--- src/rtl/exu_branch_jump_swc.sv ---
`default_nettype none
// ============================================================================
// Module      : exu_branch_jump_swc
// Description : Branch/jump execution unit. Executes JAL, JALR and the six
//               RV32I conditional branches under an internal IDLE/RD/EX/WB
//               sequencer with a start/done handshake. It reads rs1/rs2
//               through two register-file read ports, writes the link
//               register, redirects the PC and flushes the front end.
// Options     : EXU_BRANCH_MISALIGN_TRAP_EN - when defined, a taken target
//               with target[1:0] != 0 suppresses pc_write/flush/reg_wen and
//               raises misalign with done. When undefined, misalign is tied
//               low and the redirect uses the computed target unchanged.
// Ports       : hclk/hrstn        clock, asynchronous active-low reset
//               start, dec_*      launch request and decoded instruction
//                                 fields (latched on accept)
//               pc                PC of the instruction
//               reg_raddr/ren_*   register-file read request (RD state)
//               reg_rdata_*       read data, valid the cycle after ren
//               reg_waddr/wen/wdata  link-register write (WB state)
//               pc_write/pc_wdata PC redirect (WB state)
//               flush             front-end flush (WB state)
//               busy/done/taken/misalign  status; all outputs registered
// Revision    : 1.0 - initial release
// ============================================================================
module exu_branch_jump_swc #(
  parameter int XLEN     = 32,
  parameter int REG_AW   = 5,
  parameter int FLUSH_W  = 2,
  parameter int LINK_INC = 4
) (
  input  logic              hclk,
  input  logic              hrstn,
  input  logic              start,
  input  logic              dec_jal,
  input  logic              dec_jalr,
  input  logic              dec_branch,
  input  logic [2:0]        dec_funct3,
  input  logic [11:0]       dec_imm_type_i,
  input  logic [20:0]       dec_imm_type_j,
  input  logic [12:0]       dec_imm_type_b,
  input  logic [REG_AW-1:0] dec_rd,
  input  logic [REG_AW-1:0] dec_rs1,
  input  logic [REG_AW-1:0] dec_rs2,
  input  logic [XLEN-1:0]   pc,
  output logic [REG_AW-1:0] reg_raddr_1,
  output logic [REG_AW-1:0] reg_raddr_2,
  output logic              reg_ren_1,
  output logic              reg_ren_2,
  input  logic [XLEN-1:0]   reg_rdata_1,
  input  logic [XLEN-1:0]   reg_rdata_2,
  output logic [REG_AW-1:0] reg_waddr,
  output logic              reg_wen,
  output logic [XLEN-1:0]   reg_wdata,
  output logic              pc_write,
  output logic [XLEN-1:0]   pc_wdata,
  output logic [FLUSH_W-1:0] flush,
  output logic              busy,
  output logic              done,
  output logic              taken,
  output logic              misalign
);

  typedef enum logic [1:0] {
    S_IDLE = 2'd0,
    S_RD   = 2'd1,
    S_EX   = 2'd2,
    S_WB   = 2'd3
  } state_t;

  typedef enum logic [1:0] {
    OP_NONE = 2'd0,
    OP_JAL  = 2'd1,
    OP_JALR = 2'd2,
    OP_BR   = 2'd3
  } op_t;

  // Latched instruction context
  state_t            state_q, state_d;
  op_t               op_q, op_d;
  logic [2:0]        funct3_q, funct3_d;
  logic [XLEN-1:0]   off_q, off_d;     // sign-extended offset of the selected op
  logic [XLEN-1:0]   pc_q, pc_d;
  logic [REG_AW-1:0] rd_q, rd_d;

  // Registered outputs
  logic [REG_AW-1:0]  reg_raddr_1_q, reg_raddr_1_d;
  logic [REG_AW-1:0]  reg_raddr_2_q, reg_raddr_2_d;
  logic               reg_ren_1_q, reg_ren_1_d;
  logic               reg_ren_2_q, reg_ren_2_d;
  logic [REG_AW-1:0]  reg_waddr_q, reg_waddr_d;
  logic               reg_wen_q, reg_wen_d;
  logic [XLEN-1:0]    reg_wdata_q, reg_wdata_d;
  logic               pc_write_q, pc_write_d;
  logic [XLEN-1:0]    pc_wdata_q, pc_wdata_d;
  logic [FLUSH_W-1:0] flush_q, flush_d;
  logic               busy_q, busy_d;
  logic               done_q, done_d;
  logic               taken_q, taken_d;
  logic               misalign_d;

  // Offset sign extension
  logic [XLEN-1:0] sext_i, sext_j, sext_b;
  assign sext_i = {{(XLEN-12){dec_imm_type_i[11]}}, dec_imm_type_i};
  assign sext_j = {{(XLEN-21){dec_imm_type_j[20]}}, dec_imm_type_j};
  assign sext_b = {{(XLEN-13){dec_imm_type_b[12]}}, dec_imm_type_b};

  // EX-stage evaluation; operands come straight from the read ports, which
  // return data in the cycle after the RD-state read request.
  logic [XLEN-1:0] link, jalr_sum, target;
  logic            cond, is_jump, is_taken, trap, commit;

  always_comb begin
    link     = pc_q + XLEN'(LINK_INC);
    jalr_sum = reg_rdata_1 + off_q;
    is_jump  = (op_q == OP_JAL) || (op_q == OP_JALR);

    unique case (funct3_q)
      3'b000:  cond = (reg_rdata_1 == reg_rdata_2);
      3'b001:  cond = (reg_rdata_1 != reg_rdata_2);
      3'b100:  cond = ($signed(reg_rdata_1) <  $signed(reg_rdata_2));
      3'b101:  cond = ($signed(reg_rdata_1) >= $signed(reg_rdata_2));
      3'b110:  cond = (reg_rdata_1 <  reg_rdata_2);
      3'b111:  cond = (reg_rdata_1 >= reg_rdata_2);
      default: cond = 1'b0;  // 010/011 never branch
    endcase

    case (op_q)
      OP_JAL:  begin target = pc_q + off_q;                                is_taken = 1'b1; end
      OP_JALR: begin target = jalr_sum & {{(XLEN-1){1'b1}}, 1'b0};          is_taken = 1'b1; end
      OP_BR:   begin target = pc_q + off_q;                                is_taken = cond; end
      default: begin target = '0;                                          is_taken = 1'b0; end
    endcase

`ifdef EXU_BRANCH_MISALIGN_TRAP_EN
    trap = is_taken && (target[1:0] != 2'b00);
`else
    trap = 1'b0;
`endif
    commit = is_taken && !trap;
  end

  // Next-state / next-output logic
  always_comb begin
    state_d  = state_q;
    op_d     = op_q;
    funct3_d = funct3_q;
    off_d    = off_q;
    pc_d     = pc_q;
    rd_d     = rd_q;

    // Strobes and data outputs are zero unless the destination state drives them
    reg_raddr_1_d = '0;
    reg_raddr_2_d = '0;
    reg_ren_1_d   = 1'b0;
    reg_ren_2_d   = 1'b0;
    reg_waddr_d   = '0;
    reg_wen_d     = 1'b0;
    reg_wdata_d   = '0;
    pc_write_d    = 1'b0;
    pc_wdata_d    = '0;
    flush_d       = '0;
    done_d        = 1'b0;
    taken_d       = 1'b0;
    misalign_d    = 1'b0;

    case (state_q)
      S_IDLE: begin
        if (start) begin
          funct3_d = dec_funct3;
          pc_d     = pc;
          rd_d     = dec_rd;
          if (dec_jal) begin
            op_d    = OP_JAL;
            off_d   = sext_j;
            state_d = S_EX;
          end else if (dec_jalr) begin
            op_d          = OP_JALR;
            off_d         = sext_i;
            state_d       = S_RD;
            reg_ren_1_d   = 1'b1;
            reg_raddr_1_d = dec_rs1;
          end else if (dec_branch) begin
            op_d          = OP_BR;
            off_d         = sext_b;
            state_d       = S_RD;
            reg_ren_1_d   = 1'b1;
            reg_raddr_1_d = dec_rs1;
            reg_ren_2_d   = 1'b1;
            reg_raddr_2_d = dec_rs2;
          end else begin
            // No op selected: complete without any side effects
            op_d    = OP_NONE;
            off_d   = '0;
            state_d = S_WB;
            done_d  = 1'b1;
          end
        end
      end

      S_RD: begin
        state_d = S_EX;
      end

      S_EX: begin
        state_d    = S_WB;
        done_d     = 1'b1;
        taken_d    = is_taken;
        misalign_d = trap;
        pc_write_d = commit;
        pc_wdata_d = is_taken ? target : '0;
        flush_d    = {FLUSH_W{commit}};
        // x0 is never written; a trapped jump leaves the link register alone
        if (is_jump && (rd_q != '0) && !trap) begin
          reg_wen_d   = 1'b1;
          reg_waddr_d = rd_q;
          reg_wdata_d = link;
        end
      end

      S_WB: begin
        state_d = S_IDLE;
      end

      default: begin
        state_d = S_IDLE;
      end
    endcase

    busy_d = (state_d != S_IDLE);
  end

  always_ff @(posedge hclk or negedge hrstn) begin
    if (!hrstn) begin
      state_q       <= S_IDLE;
      op_q          <= OP_NONE;
      funct3_q      <= '0;
      off_q         <= '0;
      pc_q          <= '0;
      rd_q          <= '0;
      reg_raddr_1_q <= '0;
      reg_raddr_2_q <= '0;
      reg_ren_1_q   <= 1'b0;
      reg_ren_2_q   <= 1'b0;
      reg_waddr_q   <= '0;
      reg_wen_q     <= 1'b0;
      reg_wdata_q   <= '0;
      pc_write_q    <= 1'b0;
      pc_wdata_q    <= '0;
      flush_q       <= '0;
      busy_q        <= 1'b0;
      done_q        <= 1'b0;
      taken_q       <= 1'b0;
    end else begin
      state_q       <= state_d;
      op_q          <= op_d;
      funct3_q      <= funct3_d;
      off_q         <= off_d;
      pc_q          <= pc_d;
      rd_q          <= rd_d;
      reg_raddr_1_q <= reg_raddr_1_d;
      reg_raddr_2_q <= reg_raddr_2_d;
      reg_ren_1_q   <= reg_ren_1_d;
      reg_ren_2_q   <= reg_ren_2_d;
      reg_waddr_q   <= reg_waddr_d;
      reg_wen_q     <= reg_wen_d;
      reg_wdata_q   <= reg_wdata_d;
      pc_write_q    <= pc_write_d;
      pc_wdata_q    <= pc_wdata_d;
      flush_q       <= flush_d;
      busy_q        <= busy_d;
      done_q        <= done_d;
      taken_q       <= taken_d;
    end
  end

`ifdef EXU_BRANCH_MISALIGN_TRAP_EN
  logic misalign_q;
  always_ff @(posedge hclk or negedge hrstn) begin
    if (!hrstn) begin
      misalign_q <= 1'b0;
    end else begin
      misalign_q <= misalign_d;
    end
  end
  assign misalign = misalign_q;
`else
  logic unused_misalign;
  assign unused_misalign = misalign_d;
  assign misalign        = 1'b0;
`endif

  assign reg_raddr_1 = reg_raddr_1_q;
  assign reg_raddr_2 = reg_raddr_2_q;
  assign reg_ren_1   = reg_ren_1_q;
  assign reg_ren_2   = reg_ren_2_q;
  assign reg_waddr   = reg_waddr_q;
  assign reg_wen     = reg_wen_q;
  assign reg_wdata   = reg_wdata_q;
  assign pc_write    = pc_write_q;
  assign pc_wdata    = pc_wdata_q;
  assign flush       = flush_q;
  assign busy        = busy_q;
  assign done        = done_q;
  assign taken       = taken_q;

endmodule
`default_nettype wire

--- config.mk ---
export PLATFORM = sky130hd
export DESIGN_NAME = exu_branch_jump_swc
export DESIGN_NICKNAME = d
export VERILOG_FILES = /design/src/rtl/exu_branch_jump_swc.sv
export SDC_FILE = /design/constraint.sdc
export NUM_CORES = 1
export LEC_CHECK = 0
export ABC_AREA = 1
export BUFFER_PORTS_ARGS = -buffer_cell sky130_fd_sc_hd__buf_4
export CORE_AREA = 10 10 178 147
export CTS_CLUSTER_DIAMETER = 80
export DETAILED_ROUTE_END_ITERATION = 10
export DIE_AREA = 0 0 188 157
export PLACE_DENSITY = 0.71
export SLEW_MARGIN = 40
export SYNTH_ARGS = -nofsm -noshare
export SYNTH_HDL_FRONTEND = slang
export SYNTH_SLANG_ARGS = --single-unit
--- constraint.sdc ---
create_clock -name hclk -period 3 [get_ports hclk]
set_input_delay 0.6 -clock hclk [delete_from_list [all_inputs] [get_ports hclk]]
set_output_delay 0.6 -clock hclk [all_outputs]
set_load 0.1 [all_outputs]
After elaboration in Yosys (flattened, before gate mapping)

Cells that the tools add are included.

Register bits after elaboration: 163
Latch bits: 0
RAM bits: 0
Bits in read-only memories: 0
Input port bits: 166
Output and inout bits: 89
Logic and storage cells: 95
Memories: 0

$add $sub $neg: 3
Multipliers: 0
Div/mod/pow operators: 0
Order comparisons: 4
Eq/ne operators: 13
Shifts and indexed selects: 0
Muxes and demuxes: 48
Bitwise logic cells: 0
Reductions and logical operators: 9

Operators by type and width:

| operator              | count |
|---|---|
| $mux 32               | 7 |
| $add 32x32->32        | 2 |
| $ge 32x32->1          | 2 |
| $lt 32x32->1          | 2 |
| $pmux 32 s2           | 1 |
| $mux 5                | 12 |
| $add 32x3->32 const B | 1 |
| $eq 32x32->1          | 1 |
| $ne 32x32->1          | 1 |
| $mux 1                | 16 |
| $mux 2                | 8 |
| $eq 3x3->1 const B    | 4 |
| $eq 2x2->1 const B    | 4 |
| $pmux 2 s4            | 1 |
| $pmux 1 s6            | 1 |
| $reduce_bool 5->1     | 1 |
| $eq 2x1->1 const B    | 2 |
| $pmux 1 s2            | 2 |
| $reduce_or 2->1       | 2 |
| $eq 3x1->1 const B    | 1 |
| $logic_not 3->1       | 1 |
| $logic_not 2->1       | 1 |
| $reduce_and 2->1      | 1 |
| $reduce_bool 2->1     | 1 |
| other kinds (2)       | 2 |

Logic depth before layout (Yosys ltp)

Gate-level depths: netlist of run 1.

Depth after elaboration: 6
Gate-level depth with buffers: 22
Gate-level depth less buffers: 21

Worst setup path before layout of run 1

OpenSTA, ideal clock, no wires.

Path kind: register to register
From: register, netlist name off_q[30]
To: register pc_wdata_q[26] (netlist: pc_wdata[26])
Data arrival time: 2.234 ns
Required time: 2.885 ns
Path slack: 0.651 ns
Stages on the path, launching flop included: 11
Buffers on the path: 0
Clock period less this slack: 2.349 ns
Path through: dfrtp_1 -> ha_1 -> a21oi_1 -> a21boi_0 -> o21a_1 -> nand3_1 -> or2_2 -> nand3_1 -> nand2_1 -> inv_1 -> nor2_2

RTL lines:

| what                   | RTL line | source |
|---|---|---|
| end signal: assignment | 268      | `pc_wdata_q <= pc_wdata_d;` |
| end: declaration       | 94       | `logic [XLEN-1:0] pc_wdata_q, pc_wdata_d;` |

Worst setup path in the final report of run 1

From: register off_q[0]
To: register pc_wdata_q[18] (netlist: pc_wdata[18])

Word-level cells in the longest chain between the ends: 4

RTL lines:

| what                                     | RTL line      | source |
|---|---|---|
| start: declaration                       | 81            | `logic [XLEN-1:0] off_q, off_d;` |
| start signal: assignment                 | 237           | `off_q <= '0;` |
| start signal: assignment                 | 257           | `off_q <= off_d;` |
| $add 32x32->32, on equally long branches | 128, 130, 114 |  |
| $pmux 32 s2 *                            | 127           | `case (op_q)` |
| $mux 32 *                                | 210           | `pc_wdata_d = is_taken ? target : '0;` |
| $mux 32 *                                | 166           | `case (state_q)` |
| via pc_wdata_d[18]                       | 94            |  |

The timed path passes the listed nets; every way through them passes the cells marked *.
A chain may end at the register's enable or synchronous reset.

==> impl_metrics.py, run 1 <==
metrics = {
    "clocking": {
        "cts_setup_buffers": 0,
        "hold_buffers": 0,
        "cts_buffers": 17,
        "clkSlewWorstSetupHoldPaths_ns": 0.07,
        "cts.sinks": 150,
        "htree_num_levels": 4,
        "cts_tree": "done",
        "cts-root-buf": "clkbuf_16",
        "clock_latency_ns": 0.44,
        "cts_buffer_depth": 2,
        "ctsResizeCount": 0,
    },
    "floorplanning": {
        "die_w_um": 188,
        "initial_core_util_pct": 48.75,
        "core_area_sq_mm": 0.02277,
        "design.die.area_sq_mm": 0.02952,
        "fp.dieH_um": 157,
        "rows": 50,
        "ios": 255,
    },
    "sta": {
        "rsz0062_at_grt": "false",
        "fin_crit_sh_pct": 93.87,
        "hold_violations": 0,
        "setup_ws_ns": 0.1840,
        "setup_violations": 0,
        "whs_ns": 0.1095,
        "finClkSkew_ns": 0.01149,
        "worstMarginPinSlew_ns": 0.7880,
        "fmax_mhz": 355.1,
        "period_minus_slack_ns": 2.816,
        "setup_tns_ns": 0,
        "slew_violations": 0,
        "slew_headroom_pct": 46.98,
    },
    "grt": {
        "antenna_found_initial": 0,
        "grt_max_degree": 61,
        "grt_pass1_vias": 10972,
        "grt_usage_pct": 25.62,
        "grt-ovfl-total": 0,
        "grt_pass1_wl_um": 59760,
    },
    "drt": {
        "wl_per_cell_um": 18.05,
        "ant_nets": 0,
        "totalWireLength_um": 38590,
        "vias": 11323,
        "drc": 0,
        "drt_iter0_markers": 834,
        "drt_first_pass_iters": 6,
        "routed_via_density": 5.296,
    },
    "setup_path": {
        "slowest_stage": "dfrtp_1",
        "crit_required_ns": 3.33,
        "crit_family": "compound AO/OA/AOI/OAI gates",
        "slowest_delay_ns": 0.42,
        "crit_buf_inv": 2,
        "worstReg2RegStart": "off_q[0]",
        "arrival_ns": 3.15,
        "critPathCaptureType": "register",
        "r2r-end": "pc_wdata[18]",
        "worstPathCellList": "ha_1, fa_1, nand2_1, nand2_1, o21ai_0, o21ai_2, nand3_1, nand2_1, a21oi_1, inv_1, o21ai_0, o21ai_0, inv_1, nor2_2",
        "reg2regPathDepth": 14,
        "crit_type": "register to register",
        "cp-start-kind": "register",
        "critPathMaxFanout": 5,
        "r2r_slack_ns": 0.18,
    },
    "logic_synthesis": {
        "ys_async_sr_fraction_pct": 100.0,
        "synth_fp_nets": 1826,
        "synth_warnings": 0,
        "ys_seq_area_share_pct": 33.81,
        "ys_types": 54,
        "syn_area_sq_mm": 0.01110,
        "synth_ff_type": "dfrtp_1",
        "synth-seq-cells": 150,
        "synthCells": 1558,
        "synth_edf_count": 0,
        "syn_avg_cell_area_sq_um": 7.125,
    },
    "place": {
        "dpl_worst_slack_ns": 0.1736,
        "io_buffers": 253,
        "place_area_sq_mm": 0.01336,
        "place_congestion": 0.9844,
        "hpwl_um": 31820,
    },
    "final_layout": {
        "layout_commonest_cell": "nand2_1",
        "utilization_pct": 61.52,
        "area_growth_pct": 26.19,
        "num_antenna_cells": 0,
        "ff_latch_area_sq_mm": 0.003755,
        "drive_gt1_share_pct": 20.04,
        "stdcell_area_sq_mm": 0.01401,
        "fill_cells": 2180,
        "final_nets": 2082,
        "final_cell_mix": "nand2_1 (350), buf_4 (268), inv_1 (221)",
        "multiInputGateArea_sq_mm": 0.006335,
    },
    "hold_path": {
        "hp-class": "input port to asynchronous set/reset pin",
    },
    "power": {
        "ir_worst_vdd_mv": 0.4900,
        "p_per_area_mw_per_mm2": 1315,
        "leakage_nw": 7.408,
    },
    "flow_run": {
        "drv_cap": 0,
    },
    "outcome": {
        "status": "completed",
    },
}
cell usage after synthesis, types with 3 or more instances:
cell,number,area (sq um)
nor3_1,29,145.1
o21ai_1,8,40.04
xnor2_1,7,61.31
ha_1,100,1251
inv_1,221,829.6
buf_1,3,11.26
o221ai_1,6,52.55
buf_8,3,45.04
nand3b_1,10,75.07
nand2_2,4,25.02
a311oi_1,12,105.1
nor2_4,3,33.78
buf_2,3,15.01
dfrtp_1,150,3754
a31oi_1,10,62.56
clkbuf_1,20,75.07
or2_2,9,56.30
nand4_1,15,93.84
nor2_2,32,200.2
o211ai_1,3,22.52
o21a_1,9,67.56
nor3_2,3,30.03
a21boi_0,3,22.52
a21oi_1,142,710.7
buf_4,4,30.03
nor4_1,8,50.05
nor2_1,169,634.4
a211oi_1,3,22.52
nand3_1,70,350.3
o21ai_0,99,495.5
a21o_1,11,82.58
nand2_1,351,1318
xor2_1,8,70.07
per-layer routing:
| metal | track usage (%) | share of wire, % |
|---|---|---|
| met3 | 6.789 | 9.1 |
| met4 | 7.529 | 2.0 |
| met1 | 34.16 | 45 |
| met2 | 40.00 | 44 |
| met5 | 0 | 0 |
report_power, final:
group          leakage [nW]  total (mW)  internal (mW)  switching (mW)
combinational          5.14        12.5           3.51            8.95
clock                 0.312        2.38           1.42           0.960
sequential             1.96        3.58           2.81           0.773
layout make-up:
| type | instances | area share, % |
|---|---|---|
| multi-input cells | 1151 | 45.22 |
| flip-flops and latches | 150 | 26.80 |
| repair buffers | 270 | 14.59 |
| inverters | 224 | 6.002 |
| clock buffers | 17 | 3.037 |
| well taps | 312 | 2.787 |
| clock inverters | 14 | 1.563 |
cell families after synthesis:
logic type / share of synthesized area (%)
adder cells (fa/ha/maj): 11.63
other: 0.03378
AND/OR/NAND/NOR: 27.98
AO/OA/AOI/OAI: 16.20
XOR/XNOR: 1.184
buffers and inverters: 9.164
flip-flops: 33.81
worst max-delay path by stage:
stage | from | end | slack (ns) | depth (start not counted)
finish | off_q[0] | pc_wdata[18] | 0.18 | 14
global route | off_q[0] | pc_wdata[18] | 0.008 | 14
CTS | off_q[30] | pc_wdata[24] | 0.15 | 12
detailed placement | off_q[30] | pc_wdata[24] | 0.17 | 12
global placement | off_q[30] | pc_wdata[24] | 0.17 | 12
floorplan | off_q[30] | pc_wdata[26] | 0.65 | 10
flip-flops by register name, summed over array words and instances (netlist names), 3 cells and up:
name and flops:
pc_wdata 32, reg_waddr 5, off_q 21, reg_raddr_2 5
reg_wdata 32, funct3_q 3, rd_q 5, reg_raddr_1 5
pc_q 32
stage by stage:
stage	power [mW]	cells
floorplan	12.47	1558
global placement	15.81	2107
detailed placement	15.89	2107
CTS	18.34	2138
global route	19.80	2138
finish	18.42	2138
Power figures use the tool's default switching activity.
==> run 2, diff against run 1 <==
- CORE_AREA: 10 10 178 147 -> 10 10 169 139
- DIE_AREA: 0 0 188 157 -> 0 0 179 149
- GPL_TIMING_DRIVEN: not set -> 0
- PLACE_DENSITY: 0.71 -> 0.79
==> run 2 against run 1 <==
  * Clock skew grew 0.0093 ns
  * Via count increased by 3.0%
  * Sequential share of layout area is essentially flat
  * Maximum frequency fell by 2.6%
  * Global-route usage is 2.9 points higher
  * Non-clock buffer count is 19 higher
  * Count of clock-buffer cells in the layout unchanged
  * First-iteration DRC count up 21%
  * Critical path depth decreased by 1
  * Highest routed layer unchanged
==> impl_metrics.py, run 2 (synthesis gave the netlist of run 1 again) <==
metrics = {
    "outcome": {
        "status": "completed",
    },
    "setup_path": {
        "critPathCaptureType": "register",
        "reg2regPathDepth": 13,
        "critPathMaxFanout": 4,
        "arrival_ns": 3.25,
        "worstReg2RegStart": "off_q[0]",
        "crit_required_ns": 3.36,
        "crit_type": "register to register",
        "cp-start-kind": "register",
        "r2r_slack_ns": 0.11,
        "r2r-end": "pc_wdata[12]",
    },
    "grt": {
        "use_met2_pct": 44.79,
        "grt_max_degree": 74,
        "grt-ovfl-total": 0,
        "grt_pass1_wl_um": 59840,
        "antenna_found_initial": 0,
        "use_met3_pct": 7.996,
        "use_met1_pct": 38.26,
        "grt_busiest_layer": "met2",
        "grt_pass1_vias": 11261,
        "grt_usage_pct": 28.49,
    },
    "clocking": {
        "clkSlewWorstSetupHoldPaths_ns": 0.08,
        "cts_buffer_depth": 2,
        "cts_buffers": 17,
        "cts.sinks": 150,
        "htree_num_levels": 4,
        "cts_tree": "done",
        "clock_latency_ns": 0.44,
        "cts-root-buf": "clkbuf_16",
    },
    "hold_path": {
        "min_to": "pc_q[3]",
        "hp-class": "input port to register",
        "hp-start": "pc[3]",
        "hold_depth": 3,
    },
    "drt": {
        "routed_via_density": 5.516,
        "vias": 11666,
        "drt_iter0_markers": 1013,
        "ant_nets": 0,
        "drc": 0,
        "drt_first_pass_iters": 5,
        "totalWireLength_um": 38780,
        "wl_per_cell_um": 18.33,
    },
    "power": {
        "p_per_area_mw_per_mm2": 1311,
        "ir_worst_vdd_mv": 0.8993,
        "leakage_nw": 7.413,
        "finalPower_mw": 18.37,
    },
    "final_layout": {
        "final_cell_mix": "nand2_1 (351), buf_4 (256), inv_1 (221)",
        "fill_cells": 1740,
        "area_growth_pct": 26.25,
        "layout_commonest_cell": "nand2_1",
        "stdcell_area_sq_mm": 0.01401,
        "num_antenna_cells": 0,
        "drive_gt1_share_pct": 19.50,
        "final_nets": 2101,
    },
    "floorplanning": {
        "design.die.area_sq_mm": 0.02667,
        "core_area_sq_mm": 0.02029,
        "die_w_um": 179,
        "ios": 255,
        "initial_core_util_pct": 54.71,
        "rows": 47,
        "fp.dieH_um": 149,
    },
    "sta": {
        "worstMarginPinSlew_ns": 0.7491,
        "whs_ns": 0.3522,
        "hold_violations": 0,
        "slew_violations": 0,
        "setup_tns_ns": 0,
        "slew_headroom_pct": 50.06,
        "fmax_mhz": 345.9,
        "fin_crit_sh_pct": 96.37,
        "setup_violations": 0,
        "rsz0062_at_grt": "false",
        "finClkSkew_ns": 0.02077,
        "period_minus_slack_ns": 2.891,
    },
    "place": {
        "place_congestion": 0.9646,
        "place_area_sq_mm": 0.01340,
        "hpwl_um": 32120,
        "io_buffers": 253,
    },
    "flow_run": {
        "drv_cap": 0,
    },
}
-- run 2: routing by layer --
layer,part of all wire (%),vias up,wire length (um)
met4,1.8,0,694
met1,43,5363,16790
met2,45,555,17430
met5,0,-,0
li1,-,5694,-
met3,10,54,3861
-- run 2: cell type report --
class,instances,area (sq um),area share [%]
Buffer,33,176.4,1.259
Clock buffer,17,425.4,3.035
Clock inverter,15,176.4,1.259
Inverter,224,840.8,5.999
Multi-Input combinational cell,1151,6330,45.17
Sequential cell,150,3757,26.81
Tap cell,269,336.6,2.402
Timing Repair Buffer,256,1972,14.07
-- run 2: worst max-delay path by stage --
stage / start / endpoint / slack (ns) / cells past startpoint
floorplan: off_q[30] / pc_wdata[26] / 0.65 / 10
global placement: off_q[30] / pc_wdata[26] / -0.09 / 10
detailed placement: reg_rdata_1[0] / pc_wdata[12] / 0.03 / 14
CTS: off_q[30] / pc_wdata[26] / 0.22 / 10
global route: pc_q[2] / pc_wdata[31] / 0.06 / 14
finish: off_q[0] / pc_wdata[12] / 0.11 / 13
-- run 2: stage by stage --
step                std cells  setup WS (ns)  utilization (%)
floorplan                1558         0.6511                -
global placement         2080       -0.08696            65.74
detailed placement       2082        0.03160            66.05
CTS                      2115         0.2155            69.07
global route             2115        0.05948            69.08
finish                   2115         0.1089            69.08
-- run 2: critical path, stage by stage (launching register included) --
cell and delay [ns]:
dfrtp_1 0.43, nand2_1 0.11, inv_1 0.05, fa_1 0.37, nand2_1 0.09, nand2_1 0.05
o21ai_1 0.14, o21ai_2 0.12, a21boi_1 0.34, o21ai_1 0.23, xnor2_1 0.17, o21ai_0 0.48
inv_1 0.12, nor2_2 0.12
-- run 2: power breakdown --
part           switching, mW  internal, mW
Sequential             0.780          2.81
Combinational           9.09          3.51
Clock                   1.05          1.13
Total                   10.9          7.45
-- run 2: timing repair --
item                       in CTS  in global routing
setup endpoints to repair       0                  2
resized for setup               0                  2
hold buffers                    1                  0
setup buffers                   0                  0
hold endpoints to repair       19                  0
